[config.mk]
export PLATFORM = sky130hd
export DESIGN_NAME = mips_multicycle_core
export DESIGN_NICKNAME = d
export VERILOG_FILES = /design/src/rtl/mips_mc_pkg.sv /design/src/rtl/mips_mc_regfile.sv /design/src/rtl/mips_multicycle_core.sv
export SDC_FILE = /design/constraint.sdc
export NUM_CORES = 2
export LEC_CHECK = 0
export ABC_AREA = 1
export CAP_MARGIN = 20
export CORE_ASPECT_RATIO = 1.5
export CORE_MARGIN = 8
export CORE_UTILIZATION = 35
export CTS_CLUSTER_DIAMETER = 150
export CTS_CLUSTER_SIZE = 40
export DETAILED_ROUTE_END_ITERATION = 16
export PLACE_DENSITY_LB_ADDON = 0.2
export SYNTH_ARGS = -nofsm -noshare
export SYNTH_HDL_FRONTEND = slang
export SYNTH_HIERARCHICAL = 1
export SYNTH_SLANG_ARGS = --single-unit
[constraint.sdc]
create_clock -name clk -period 7.8 [get_ports clk]
set_clock_uncertainty 0.15 [all_clocks]
set_input_delay 1.17 -clock clk [delete_from_list [all_inputs] [get_ports clk]]
set_output_delay 1.17 -clock clk [all_outputs]
set_load 0.05 [all_outputs]
[src/rtl/mips_mc_pkg.sv]
// Shared encodings for the multi-cycle MIPS core: opcodes, funct codes,
// controller states, ALU operations and instruction legality.
package mips_mc_pkg;

    localparam logic [5:0] OP_RTYPE = 6'b000000;
    localparam logic [5:0] OP_J     = 6'b000010;
    localparam logic [5:0] OP_BEQ   = 6'b000100;
    localparam logic [5:0] OP_BNE   = 6'b000101;
    localparam logic [5:0] OP_ADDI  = 6'b001000;
    localparam logic [5:0] OP_LW    = 6'b100011;
    localparam logic [5:0] OP_SW    = 6'b101011;

    localparam logic [5:0] FN_ADD = 6'b100000;
    localparam logic [5:0] FN_SUB = 6'b100010;
    localparam logic [5:0] FN_AND = 6'b100100;
    localparam logic [5:0] FN_OR  = 6'b100101;
    localparam logic [5:0] FN_SLT = 6'b101010;

    typedef enum logic [2:0] {
        S_FETCH,
        S_DECODE,
        S_EXEC,
        S_MEM,
        S_WB,
        S_HALT
    } state_t;

    typedef enum logic [2:0] {
        ALU_ADD,
        ALU_SUB,
        ALU_AND,
        ALU_OR,
        ALU_SLT
    } alu_op_t;

    function automatic alu_op_t funct_to_alu(input logic [5:0] fn);
        case (fn)
            FN_SUB:  return ALU_SUB;
            FN_AND:  return ALU_AND;
            FN_OR:   return ALU_OR;
            FN_SLT:  return ALU_SLT;
            default: return ALU_ADD;
        endcase
    endfunction

    function automatic logic is_legal(input logic [5:0] op, input logic [5:0] fn);
        case (op)
            OP_RTYPE: return (fn == FN_ADD) || (fn == FN_SUB) || (fn == FN_AND) ||
                             (fn == FN_OR)  || (fn == FN_SLT);
            OP_J, OP_BEQ, OP_BNE, OP_ADDI, OP_LW, OP_SW: return 1'b1;
            default: return 1'b0;
        endcase
    endfunction

endpackage

[src/rtl/mips_mc_regfile.sv]
// NREG x XLEN register file: two asynchronous read ports, one synchronous
// write port, register 0 hard-wired to zero, synchronous clear on reset.
module mips_mc_regfile #(
    parameter int XLEN = 32,
    parameter int NREG = 32,
    parameter int RIDX = 5
) (
    input  logic            clk,
    input  logic            reset,
    input  logic [RIDX-1:0] rs_addr,
    input  logic [RIDX-1:0] rt_addr,
    input  logic            we,
    input  logic [RIDX-1:0] wr_addr,
    input  logic [XLEN-1:0] wr_data,
    output logic [XLEN-1:0] rs_data,
    output logic [XLEN-1:0] rt_data
);
    import mips_mc_pkg::*;

    logic [XLEN-1:0] regs [NREG];

    always_ff @(posedge clk) begin
        if (reset) begin
            for (int i = 0; i < NREG; i++) begin
                regs[i] <= '0;
            end
        end else if (we && (wr_addr != '0)) begin
            regs[wr_addr] <= wr_data;
        end
    end

    assign rs_data = (rs_addr == '0) ? '0 : regs[rs_addr];
    assign rt_data = (rt_addr == '0) ? '0 : regs[rt_addr];

endmodule

[src/rtl/mips_multicycle_core.sv]
// Multi-cycle MIPS core: one FSM drives fetch/decode/execute/memory/writeback
// over a single shared memory port with a ready handshake.
module mips_multicycle_core #(
    parameter int                XLEN     = 32,
    parameter int                NREG     = 32,
    parameter int                ADDR_W   = 8,
    parameter logic [ADDR_W-1:0] RESET_PC = '0
) (
    input  logic              clk,
    input  logic              reset,
    output logic [ADDR_W-1:0] mem_addr,
    output logic [XLEN-1:0]   mem_wdata,
    input  logic [XLEN-1:0]   mem_rdata,
    output logic              mem_read,
    output logic              mem_write,
    input  logic              mem_ready,
    output logic              halt,
    output logic [ADDR_W-1:0] pc_out
);
    import mips_mc_pkg::*;

    localparam int RIDX = $clog2(NREG);

    state_t            state;
    logic [ADDR_W-1:0] pc;
    logic [31:0]       ir;
    logic [XLEN-1:0]   a;
    logic [XLEN-1:0]   b;
    logic [XLEN-1:0]   alu_out;
    logic [XLEN-1:0]   mdr;

    logic [5:0]        opcode;
    logic [5:0]        funct;
    logic [RIDX-1:0]   rs_idx;
    logic [RIDX-1:0]   rt_idx;
    logic [RIDX-1:0]   rd_idx;
    logic [RIDX-1:0]   wr_idx;
    logic [XLEN-1:0]   imm_ext;
    logic [XLEN-1:0]   rs_data;
    logic [XLEN-1:0]   rt_data;
    logic [XLEN-1:0]   wr_data;
    logic [XLEN-1:0]   alu_b;
    logic [XLEN-1:0]   alu_y;
    logic [ADDR_W-1:0] jump_pc;
    logic              reg_we;
    alu_op_t           alu_op;

    assign opcode  = ir[31:26];
    assign funct   = ir[5:0];
    assign rs_idx  = ir[21 +: RIDX];
    assign rt_idx  = ir[16 +: RIDX];
    assign rd_idx  = ir[11 +: RIDX];
    assign imm_ext = XLEN'($signed(ir[15:0]));

    // The 28-bit jump target replaces the low PC bits; wider PCs keep their top bits.
    if (ADDR_W > 28) begin : g_wide_jump
        assign jump_pc = {pc[ADDR_W-1:28], ir[25:0], 2'b00};
    end else begin : g_narrow_jump
        assign jump_pc = ADDR_W'({ir[25:0], 2'b00});
    end

    always_comb begin
        alu_op = (opcode == OP_RTYPE) ? funct_to_alu(funct) : ALU_ADD;
        alu_b  = (opcode == OP_RTYPE) ? b : imm_ext;
        alu_y  = a + alu_b;
        case (alu_op)
            ALU_SUB: alu_y = a - alu_b;
            ALU_AND: alu_y = a & alu_b;
            ALU_OR:  alu_y = a | alu_b;
            ALU_SLT: alu_y = ($signed(a) < $signed(alu_b)) ? XLEN'(1) : '0;
            default: alu_y = a + alu_b;
        endcase
    end

    assign reg_we  = (state == S_WB);
    assign wr_idx  = (opcode == OP_RTYPE) ? rd_idx : rt_idx;
    assign wr_data = (opcode == OP_LW) ? mdr : alu_out;

    mips_mc_regfile #(
        .XLEN (XLEN),
        .NREG (NREG),
        .RIDX (RIDX)
    ) u_regfile (
        .clk     (clk),
        .reset   (reset),
        .rs_addr (rs_idx),
        .rt_addr (rt_idx),
        .we      (reg_we),
        .wr_addr (wr_idx),
        .wr_data (wr_data),
        .rs_data (rs_data),
        .rt_data (rt_data)
    );

    always_ff @(posedge clk) begin
        if (reset) begin
            state   <= S_FETCH;
            pc      <= RESET_PC;
            ir      <= '0;
            a       <= '0;
            b       <= '0;
            alu_out <= '0;
            mdr     <= '0;
        end else begin
            case (state)
                S_FETCH: begin
                    if (mem_ready) begin
                        ir    <= 32'(mem_rdata);
                        pc    <= pc + ADDR_W'(4);
                        state <= S_DECODE;
                    end
                end
                S_DECODE: begin
                    a       <= rs_data;
                    b       <= rt_data;
                    alu_out <= XLEN'(pc) + (imm_ext << 2);
                    if (!is_legal(opcode, funct)) begin
                        state <= S_HALT;
                    end else if (opcode == OP_J) begin
                        pc    <= jump_pc;
                        state <= S_FETCH;
                    end else begin
                        state <= S_EXEC;
                    end
                end
                S_EXEC: begin
                    case (opcode)
                        OP_RTYPE, OP_ADDI: begin
                            alu_out <= alu_y;
                            state   <= S_WB;
                        end
                        OP_LW, OP_SW: begin
                            alu_out <= alu_y;
                            state   <= S_MEM;
                        end
                        OP_BEQ: begin
                            if (a == b) pc <= alu_out[ADDR_W-1:0];
                            state <= S_FETCH;
                        end
                        OP_BNE: begin
                            if (a != b) pc <= alu_out[ADDR_W-1:0];
                            state <= S_FETCH;
                        end
                        default: state <= S_HALT;
                    endcase
                end
                S_MEM: begin
                    if (mem_ready) begin
                        if (opcode == OP_LW) begin
                            mdr   <= mem_rdata;
                            state <= S_WB;
                        end else begin
                            state <= S_FETCH;
                        end
                    end
                end
                S_WB:    state <= S_FETCH;
                S_HALT:  state <= S_HALT;
                default: state <= S_HALT;
            endcase
        end
    end

    // Requests decode from the registered state only; reset gates them off immediately.
    assign mem_read  = !reset && ((state == S_FETCH) || ((state == S_MEM) && (opcode == OP_LW)));
    assign mem_write = !reset && (state == S_MEM) && (opcode == OP_SW);
    assign mem_addr  = (state == S_MEM) ? alu_out[ADDR_W-1:0] : pc;
    assign mem_wdata = b;
    assign halt      = (state == S_HALT);
    assign pc_out    = pc;

endmodule

Yosys cells after proc, flatten, opt, wreduce, memory -nomap -nowiden:

Memories as Yosys holds them, arrays and structs flattened. A register that Yosys moved wholly into a read port is not among the register bits.
Cells that the tools add are included.

* memories kept: 1
* bits in registers: 171
* input port bits: 35
* logic and storage cells: 115
* RAM bits: 1024

Memory list
* u_regfile.regs: words 32, bits a word 32, rd ports 2, clocked after memory_dff 2, write ports 32, line mips_mc_regfile.sv:20 `logic [XLEN-1:0] regs [NREG];`

* $lt $le $gt $ge: 1
* add/subtract/negate cells: 4
* bitwise logic cells: 2
* reductions and logical operators: 29
* equal/unequal tests: 30
* muxes and demuxes: 41

Operators with widths (number)
* $mux W32: 6
* $pmux W32 S4: 1
* $pmux W32 S2: 1
* $mux W8: 6
* $eq A6 B6 Y1 const B: 7
* $add A32 B32 Y32: 1
* $and A32 B32 Y32: 1
* $eq A32 B32 Y1: 1
* $lt A32 B32 Y1: 1
* $ne A32 B32 Y1: 1
* $or A32 B32 Y32: 1
* $reduce_or A32 Y1: 1
* $sub A32 B32 Y32: 1
* $mux W5: 6
* $pmux W8 S3: 1
* $add A9 B18 Y19: 1
* $pmux W8 S2: 1
* $mux W3: 5
* $pmux W3 S5: 1
* $eq A3 B2 Y1 const B: 4
* $eq A6 B3 Y1 const B: 2
* $pmux W3 S4: 1
* $logic_not A5 Y1: 2
* $ne A2 B2 Y1 const B: 5
* 25 further kinds: 49

Longest topological paths before layout:

* depth after elaboration: 10
* gate-level depth with buffers: 26

Modules after synthesis:

Netlist, hierarchy kept.

By module, submodules not included
* mips_mc_regfile: area each 56521.7 µm², cells an instance 7252, instances 1
* mips_multicycle_core: area each 14589.0 µm², cells an instance 2498, instances 1

Worst setup path after synthesis:

Ideal clock, no wire load.

* path type: input-to-output
* from: input port reset
* to: output port mem_write
* path buffers: 1
* data required time: 6480 ps
* data arrival time: 2842 ps
* stages: 2
* path slack: 3638 ps
* path through: clkbuf_1 > nor4_1

* cells in the longest elaborated chain, start to end: 3

RTL lines
* start, declared: line mips_multicycle_core.sv:10 `input logic reset,`
* $logic_not A1 Y1: line mips_multicycle_core.sv:166 `assign mem_write = !reset && (state == S_MEM) && (opcode == OP_SW);`
* $logic_and A1 B1 Y1 (2 in a row): line mips_multicycle_core.sv:166
* end, declared: line mips_multicycle_core.sv:15 `output logic mem_write,`

No other way between the ends.

Final worst setup path:

* from: register ir[26]
* to: register alu_out[24]

* cells in the longest elaborated chain, start to end: 6
* elaborated cells on any way between the ends: 20
* classes of those cells: add/sub: 2; eq/ne: 8; mux: 5; bitwise: 2; reduce/logical: 3

RTL lines
* start, declared: line mips_multicycle_core.sv:26 `logic [31:0] ir;`
* start signal, assigned: line mips_multicycle_core.sv:108 `ir <= 32'(mem_rdata);`
* $logic_not A6 Y1: line mips_multicycle_core.sv:63, mips_multicycle_core.sv:64, mips_multicycle_core.sv:127
* $mux W32 / $mux W3 (equally long branches): line mips_multicycle_core.sv:64, mips_multicycle_core.sv:63
* $add A32 B32 Y32 (tied with other cells): line mips_multicycle_core.sv:71 `default: alu_y = a + alu_b;`
* $pmux W32 S4: line mips_multicycle_core.sv:66 `case (alu_op)`
* $mux W32: line mips_multicycle_core.sv:127 `case (opcode)`
* $pmux W32 S2: line mips_multicycle_core.sv:105 `case (state)`
* end signal, assigned: line mips_multicycle_core.sv:116 `alu_out <= XLEN'(pc) + (imm_ext << 2);`
* end signal, assigned: line mips_multicycle_core.sv:129 `alu_out <= alu_y;`
* end signal, assigned: line mips_multicycle_core.sv:133 `alu_out <= alu_y;`
* end, declared: line mips_multicycle_core.sv:29 `logic [XLEN-1:0] alu_out;`

Parallel ways exist; a longest one is shown, timed or not. The select of a mux whose other input is x is not followed.
A chain may end at the register's enable or synchronous reset.

==> results.toml <==
[status]
outcome = "completed"

[grt]
antenna_found_initial = 5
grt_use_met2_pct = 46.5
grt_remaining_overflow = 0
gr-max-usage-layer = "met2"
groute.layer.met1.usage_pct = 34.1
globalRouteTotalUtil_pct = 29.2
global_route_wire_length_before_repair_um = 465000
grt_start_max_net_pins = 157
first_global_vias = 62800
grt_use_met3_pct = 3.44

[sta]
maxSlewHeadroom_pct = 18.3
finalWorstPathRequiredPeriod_ns = 5.13
setup_repair_after_global_routing_missed_its_margin = "no"
layout_worst_path_cycle_share_pct = 65.7
timing_worst_slew_pin_value_ns = 1.23
fmax_mhz = 195
hold-worst-slack_ns = 0.310
count_of_final_setup_violators = 0
timing.setup.tns_ns = 0
layout_setup_ws_ns = 2.67
final-max-slew-violation-count = 0
final_hold_viol_count = 0

[worst_setup_path]
timing.critical_path.fanout_max = 17
crit_required_ns = 8.29
crit_path_end_kind = "register"
path_buf_inv = 4
max_stage_delay_ns = 0.62
cp.arrival_ns = 5.61
timing.critical_path.mode_cell = "nand2_1"
path_cells = "inv_2 -> nand2_1 -> nor3_4 -> buf_4 -> inv_2 -> nand2_1 -> o21ai_0 -> ha_1 -> nand2_1 -> inv_1 -> nand2_1 -> nor3_1 -> nand3_1 -> nand3_1 -> nand2_1 -> nand2_1 -> nand2_1 -> nand3_1 -> nand2_1 -> a21oi_1"
critPathTopFamily = "simple AND/OR/NAND/NOR gates"
crit_type = "reg -> reg"
critPathSlowestCell = "ha_1"
startpoint_type = "register"

[cts]
ctsRootBufferMaster = "clkbuf_16"
clk_pin_slew_ns = 0.17
tritoncts = "done"
post-cts-setup-buffers = 0
clock_latency_ns = 0.70
cts_made_buffers = 35
ctsHoldBuffers = 0
post_cts.resized_instances = 0
cts.sinks = 1195
clock_tree.htree_level_count = 2
clock_path_buffers = 3

[synthesis]
syn_area_um2 = 71100
synth_cell_types = 48
ys_seq_area_share_pct = 48.1
post-synth-top-area-cell = "edfxtp_1"
syn_inst = 9750
yosys_register_bits = 1195
synth_largest_type_area_fraction_pct = 43.2
synth.yosys.warnings = 6
postSynthAreaPerCell_um2 = 7.29
ys_top_cells_by_area = "edfxtp_1, nand2_1, nor2_1"

[floorplanning]
initial_utilization_pct = 35.2
fp.dieH_um = 568
die_w_um = 384
die_area_um2 = 218000
core_um2 = 202000
placement_rows = 202
num_io_pins = 86

[final_layout]
area_growth_from_synthesis_to_layout_pct = 4.86
layout.core_utilization_pct = 36.9
layout.cells.most_common = "nand2_1"
mostFrequentLayoutCells = "nand2_1, nor2_1, nand3_1"
nNetsFinal = 9452
share_of_post_route_cells_with_drive_strength_above_1_pct = 2.97

[hold_path]
min_path_type = "reg -> reg"

[placed_design]
hpwlAfterDp_um = 223000
gp_congestion = 1.04
preCtsSetupSlack_ns = 2.83
port_buffers = 85

[power]
vdd_drop_max_v = 0.000188
p_leak_uw = 0.0294
p_per_area_nw_per_um2 = 276

[drt]
vias_per_cell = 5.64
drtAntennaViolNets = 0
drt-initial-drc-count = 8403
detail_route.wirelength_um = 334000
post-route-drc-count = 0
dr_total_vias = 67600
routed_wire_length_per_instance_um = 27.9
detail_route.first_pass.iterations = 7

[job]
drv.max_cap_violation_count = 0
-- area by class of cell --
type / instances / area [um^2]
Fill cell: 21100 / 127000
Inverter: 588 / 2240
Timing Repair Buffer: 217 / 2010
Clock buffer: 46 / 917
Tap cell: 2652 / 3320
Multi-Input combinational cell: 7273 / 31800
Sequential cell: 1195 / 34200
Antenna cell: 4 / 10.0
Clock inverter: 5 / 35.0
-- tightest hold or removal path: cells and delay by family, from the launching register on --
family | cells | cell delay [ns]
buffers and inverters | 1 | 0.05
AOI/OAI and AO/OA | 1 | 0.05
DFF | 1 | 0.33
-- per-stage QoR --
stage                     instance area, um^2  power (uW)  std cells
after floorplan                         71200       13400       9781
after global placement                  73600       17600      11900
after detailed placement                73600       17600      11900
after CTS                               74600       20400      12000
after global routing                    74600       21400      12000
final                                   74600       20600      12000
-- sequential cells by signal, indices dropped and copies added (netlist names) --
| register | flops |
|---|---|
| state | 3 |
| ir | 32 |
| a | 32 |
| pc_out | 8 |
| mdr | 32 |
| u_regfile/regs | 1024 |
| alu_out | 32 |
| mem_wdata | 32 |
-- final timing paths --
| path | from | to | slack (ns) | cells past startpoint |
|---|---|---|---|---|
| max reg2reg | ir[26] | alu_out[24] | 2.67 | 20 |
| min | mdr[29] | mdr[29] | 0.31 | 2 |
| max | ir[26] | alu_out[24] | 2.67 | 20 |
| min reg2reg | mdr[29] | mdr[29] | 0.31 | 2 |
-- routing by layer --
metal  up-vias  share of wire [%]
li1      30700                  -
met1     32700                 36
met2      3557                 45
met3       684                7.5
met4         0                 11
met5         -                  0
-- cell families after synthesis --
kind of cell	Yosys count	synth area share (%)
simple gates	6013	34.3
buf+inv	1313	7.53
flops	1195	48.1
compound gates	1102	7.97
fa+ha+maj	107	1.91
xor+xnor	19	0.234
other cells	1	0.00527
-- report_power, final --
part	switching [uW]	internal, uW	total, uW
registers	566	7300	7870
logic	7610	2240	9850
clock network	2040	853	2890
-- cells in the mapped netlist, drive strengths merged --
library cell,count
xnor2,6
nand4,47
ha,104
dfxtp,171
conb,1
a21oi,359
fa,3
o21ai,692
xor2,13
o21a,2
o31ai,3
and2,6
nand3b,5
clkinv,3
inv,585
o2111ai,6
o221ai,6
nor4,2
nor3,32
and3,3
o21bai,9
nand3,1147
nand2,2812
or2,19
a21o,1
edfxtp,1024
buf,356
clkbuf,369
o211ai,24
nor3b,1
nor2,1939
Power figures use the tool's default switching activity.
